**config.mk**
```make
export PLATFORM = sky130hd
export DESIGN_NAME = uart_baud_gen_frac
export DESIGN_NICKNAME = d
export VERILOG_FILES = /design/src/rtl/uart_baud_gen_frac.sv
export SDC_FILE = /design/constraint.sdc
export NUM_CORES = 1
export LEC_CHECK = 0
export CAP_MARGIN = 0
export CORE_MARGIN = 2
export CORE_UTILIZATION = 45
export DETAILED_ROUTE_END_ITERATION = 8
export PLACE_DENSITY = 0.7
export SLEW_MARGIN = 30
export SYNTH_ARGS = -nofsm -noshare
export SYNTH_HDL_FRONTEND = slang
export SYNTH_SLANG_ARGS = --single-unit
```
**constraint.sdc**
```tcl
create_clock -name clk -period 3.29 [get_ports clk]
set_clock_uncertainty 0.2 [all_clocks]
set_input_delay 0.658 -clock clk [delete_from_list [all_inputs] [get_ports clk]]
set_output_delay 0.658 -clock clk [all_outputs]
set_load 0.005 [all_outputs]
```
**src/rtl/uart_baud_gen_frac.sv**
```systemverilog
// Fractional-N baud generator shared by the UART TX and RX paths.
// Produces an oversample tick, a TX bit tick and a re-phasable RX mid-bit strobe.
module uart_baud_gen_frac #(
    parameter int unsigned DIV_INT_W    = 16,
    parameter int unsigned FRAC_W       = 4,
    parameter int unsigned OVERSAMPLE   = 16,
    parameter int unsigned DEFAULT_INT  = 325,
    parameter int unsigned DEFAULT_FRAC = 8
) (
    input  logic                 clk,
    input  logic                 reset,
    input  logic                 enable,
    input  logic [DIV_INT_W-1:0] div_int,
    input  logic [FRAC_W-1:0]    div_frac,
    input  logic                 div_load,
    input  logic                 rx_resync,
    output logic                 TX_TICK,
    output logic                 RX_TICK,
    output logic                 RX_MID,
    output logic                 div_err
);

    localparam int unsigned OS_W  = $clog2(OVERSAMPLE);
    localparam int unsigned CNT_W = DIV_INT_W + 1;

    logic [DIV_INT_W-1:0] act_int;
    logic [FRAC_W-1:0]    act_frac;
    logic [FRAC_W-1:0]    acc;
    logic [CNT_W-1:0]     cnt;
    logic [CNT_W-1:0]     period;
    logic [OS_W-1:0]      tx_os;
    logic [OS_W-1:0]      rx_os;
    logic [FRAC_W:0]      sum;
    logic                 wrap;
    logic                 load_ok;

    always_comb begin
        sum     = {1'b0, acc} + {1'b0, act_frac};
        wrap    = (cnt == period - 1'b1);
        load_ok = div_load && (div_int >= DIV_INT_W'(2));
    end

    always_ff @(posedge clk or posedge reset) begin
        if (reset) begin
            act_int  <= DIV_INT_W'(DEFAULT_INT);
            act_frac <= FRAC_W'(DEFAULT_FRAC);
            period   <= CNT_W'(DEFAULT_INT);
            acc      <= '0;
            cnt      <= '0;
            tx_os    <= '0;
            rx_os    <= '0;
            TX_TICK  <= 1'b0;
            RX_TICK  <= 1'b0;
            RX_MID   <= 1'b0;
            div_err  <= 1'b0;
        end else begin
            TX_TICK <= 1'b0;
            RX_TICK <= 1'b0;
            RX_MID  <= 1'b0;
            div_err <= 1'b0;
            if (load_ok) begin
                // A valid load restarts every phase and swallows any tick due now.
                act_int  <= div_int;
                act_frac <= div_frac;
                period   <= {1'b0, div_int};
                acc      <= '0;
                cnt      <= '0;
                tx_os    <= '0;
                rx_os    <= '0;
            end else begin
                if (div_load) begin
                    div_err <= 1'b1;
                end
                if (enable) begin
                    if (wrap) begin
                        cnt     <= '0;
                        acc     <= sum[FRAC_W-1:0];
                        period  <= {1'b0, act_int} + CNT_W'(sum[FRAC_W]);
                        RX_TICK <= 1'b1;
                        tx_os   <= tx_os + 1'b1;
                        TX_TICK <= (tx_os == OS_W'(OVERSAMPLE - 1));
                        // Resync beats the tick: phase restarts and mid strobe is dropped.
                        if (rx_resync) begin
                            rx_os <= '0;
                        end else begin
                            rx_os  <= rx_os + 1'b1;
                            RX_MID <= (rx_os == OS_W'(OVERSAMPLE / 2 - 1));
                        end
                    end else begin
                        cnt <= cnt + 1'b1;
                        if (rx_resync) begin
                            rx_os <= '0;
                        end
                    end
                end
            end
        end
    end

endmodule

```
==> results of run 1 <==
==> flip-flops by register name, indices dropped and copies added (netlist names) <==
| register | flops |
|---|---|
| cnt | 17 |
| period | 17 |
| act_int | 16 |
| acc | 4 |
| act_frac | 4 |
| rx_os | 4 |
| tx_os | 4 |
| RX_MID | 1 |
| RX_TICK | 1 |
| TX_TICK | 1 |
| div_err | 1 |
==> layer usage <==
layer	track usage, %	vias to the layer above	share of wire (%)
met5	0	-	0
met4	9.109	0	2.0
met3	3.525	28	5.9
met2	37.46	151	48
li1	-	1919	-
met1	31.77	1946	44
==> power by group <==
group	switching, W	leakage (nW)	internal (W)
sequential	0.0000563	0.897	0.000909
clock	0.000334	0.0904	0.000349
combinational	0.000194	1.14	0.000153
==> critical path: stages, from the launching register on <==
cell and delay (ns):
dfrtp_1 0.39, inv_2 0.08, ha_4 0.13, or3b_4 0.42, buf_6 0.15, o41ai_4 0.33
nand4_1 0.16, or4_4 0.58, buf_6 0.16, or3_1 0.36, a21oi_2 0.14
==> metrics by stage <==
stage | hold slack, ns | util, % | worst slack, ns | area (um^2) | total power (W)
global route | 0.2790 | 55.39 | -0.02089 | 5339 | 0.002074
global placement | 0.2509 | 51.87 | 0.08575 | 5000 | 0.001294
floorplan | 0.2415 | - | 0.07684 | 4405 | 0.001168
CTS | 0.2660 | 54.00 | 0.00002509 | 5205 | 0.001983
finish | 0.2667 | 55.39 | 0.1044 | 5339 | 0.001995
detailed placement | 0.2544 | 51.87 | -0.02103 | 5000 | 0.001302
==> placed cells by master (no fill, tap or decap), drive strengths merged, types with 7 or more instances in the layout <==
cell type	n
dfstp	9
nor2	20
nand4	31
o211ai	18
nor3	22
ha	10
dfrtp	61
xnor2	26
buf	41
nand2	86
clkdlybuf4s50	28
clkbuf	12
inv	11
a21oi	16
nand3	25
o21ai	18
or3	7
nor4	15
xor2	23
==> kinds of logic (layout without fill, tap and decap cells) <==
| family | count (synthesis) | count (layout) |
|---|---|---|
| DFF | 70 | 70 |
| buffers and inverters | 50 | 96 |
| and+or+nand+nor | 238 | 238 |
| muxes | 3 | 3 |
| AOI/OAI and AO/OA | 88 | 88 |
| adders and majority gates | 11 | 11 |
| xor gates and xnor gates | 49 | 49 |
==> timing repair <==
action                     in CTS  in global routing
setup endpoints to repair       3                 41
pin swaps                       1                  7
buffers inserted                1                  6
resized for setup               3                 21
==> worst max path at each step <==
| stage | start | endpoint | depth (start not counted) |
|---|---|---|---|
| floorplan | period[1] | period[16] | 10 |
| global placement | period[1] | period[16] | 9 |
| detailed placement | period[1] | tx_os[0] | 10 |
| CTS | period[1] | period[16] | 9 |
| global route | act_frac[0] | period[16] | 12 |
| finish | period[1] | tx_os[0] | 10 |
==> final cells by class <==
type	count	area share [%]
Clock inverter	4	0.8906
Inverter	11	0.7734
Clock buffer	12	2.531
Multi-Input combinational cell	389	47.81
Tap cell	133	3.117
Sequential cell	70	33.02
Timing Repair Buffer	69	11.86
==> metrics.md, run 1 <==
| Metric | Value |
|---|---|
| Final Hold Violating Endpoints | 0 |
| CTS Buf Count | 9 |
| Height of the die | around 100 um |
| WP data required | between 3 and 4 ns |
| Simple-gate share of the synthesized area | about 28% |
| HPWL after DPL | about 8300 um |
| Largest net degree at the start of global routing | 47 |
| Drt pass-1 iters | 6 |
| Crit path kind | reg -> reg |
| Global-route wire length before repair | between 15000 and 20000 um |
| Worst slew pin tran | around 0.55 ns |
| Post-synthesis sequential area ratio | about two fifths |
| CTS tree | yes |
| R2r setup slk | 0.10 ns |
| Multiplexer area fraction after synthesis | less than 1% |
| Hold path cells | 2 |
| Status | finished clean |
| Die area | approximately 11000 um^2 |
| Root Buffer | clkbuf_8 |
| Syn Nets | about 550 |
| # port buffers | 28 |
| Hold endpoint | act_frac[3] |
| Synth Cell Area | between 4000 and 5000 um^2 |
| Cts hold-fix bufs | 0 |
| Slew Limit Fails | 0 |
| Routed len/inst | about 17 um |
| Final number of setup-violating endpoints | 0 |
| Top post-synthesis cells by area | dfrtp_1 35%, nand2_1 7.3%, dfstp_2 5.4% |
| Vias per inst | 5.878 |
| Nets | approximately 590 |
| Critical path peak fanout | 8 |
| Top_reg_cell synth | dfrtp_1 |
| Ys async rst share | 100.0% |
| Clock-pin slew on the worst setup and hold paths | 0.07 ns |
| Die width | slightly above 100 um |
| Combinational family with the most area after synthesis | simple AND/OR/NAND/NOR gates |
| Synth Instances | 509 |
| Static leakage | 2.131 nW |
| Arr. time, crit path | between 3 and 4 ns |
| Vias | roughly 4000 |
| Share of post-route cells with drive strength above 1 | between 10% and 20% |
| Worst setup SP type | register |
| Post-synth top area share | approximately 35% |
| Finished Layout Cells | 688 |
| EDFF count, synth | 0 |
| RR Endpoint | tx_os[0] |
| Slew margin rel. | 62.91% |
| Antenna violations before repair | 0 |
| Clock period minus worst slack | 3.186 ns |
| Synth cell count leaders | 86 x nand2_1, 61 x dfrtp_1, 31 x clkbuf_1, 31 x nand4_1, 26 x xnor2_1 |
| Drt drc | 0 |
| Core area | a little under 10000 um^2 |
| Synth-to-layout area growth | 21.19% |
| Cells on worst reg2reg path | 10 |
| Antenna cells | 0 |
| Max_cap viols | 0 |
| Post-route ant nets | 0 |
| Avg Inst Size Synth | ~8.7 um^2 |
| Compound-Gate Fraction of Synth Area | between 10% and 20% |
| FF+latch area | between 1500 and 2000 um^2 |
| Synth warnings | 0 |
| Final period util | between 90% and 100% |
| Post-Place Cells | between 600 and 700 |
| Iteration-0 DRC Markers | 353 |
| Sink Count | 70 |
| Bufs on Longest Clock Path | 2 |
| HP Start | act_frac[3] |
| Post-synth cell types | 56 |
| Synth Area in XOR/XNOR | 9.742% |
| Routed wire length | between 10000 and 15000 um |
| GPL Wtd Cong | a little over 0.9 |
| Setup TNS | 0 ns |
| Area of the multi-input gates | about 2600 um^2 |
| Post-synthesis adder-cell area fraction | under 10% |
| Row count | 36 |
| Max frequency | approximately 0.31 GHz |
| PwrDens | 373.7 nW/um^2 |
| Largest area contributor in the netlist | dfrtp_1 |
| Most frequent cell after synthesis | nand2_1 |
| IO Pins | 29 |
| Tightest Hold Check Type | reg -> reg |
| Worst-skew pair later-pin latency | between 0.3 and 0.4 ns |
| Fill cells | between 900 and 1000 |
| H-tree depth | 3 |
| Vias in the first global route | 3900 |
| CP endpoint kind | register |
| Initial core utilization | ~46% |
| Overflow after GRT | 0 |
| Register bit total from synthesis | 70 |
| Maximum vdd drop | between 0.2 and 0.25 mV |
| Worst reg2reg path startpoint | period[1] |
| Gr usage total | a little under a quarter |
Power figures use the tool's default switching activity.
==> run 2: changes to the inputs <==
Settings changed: ABC_CLOCK_PERIOD_IN_PS set to 3290, CTS_CLUSTER_SIZE set to 40.
==> results of run 2 <==
Final layout, timing and power as in run 1 (identical DEF).
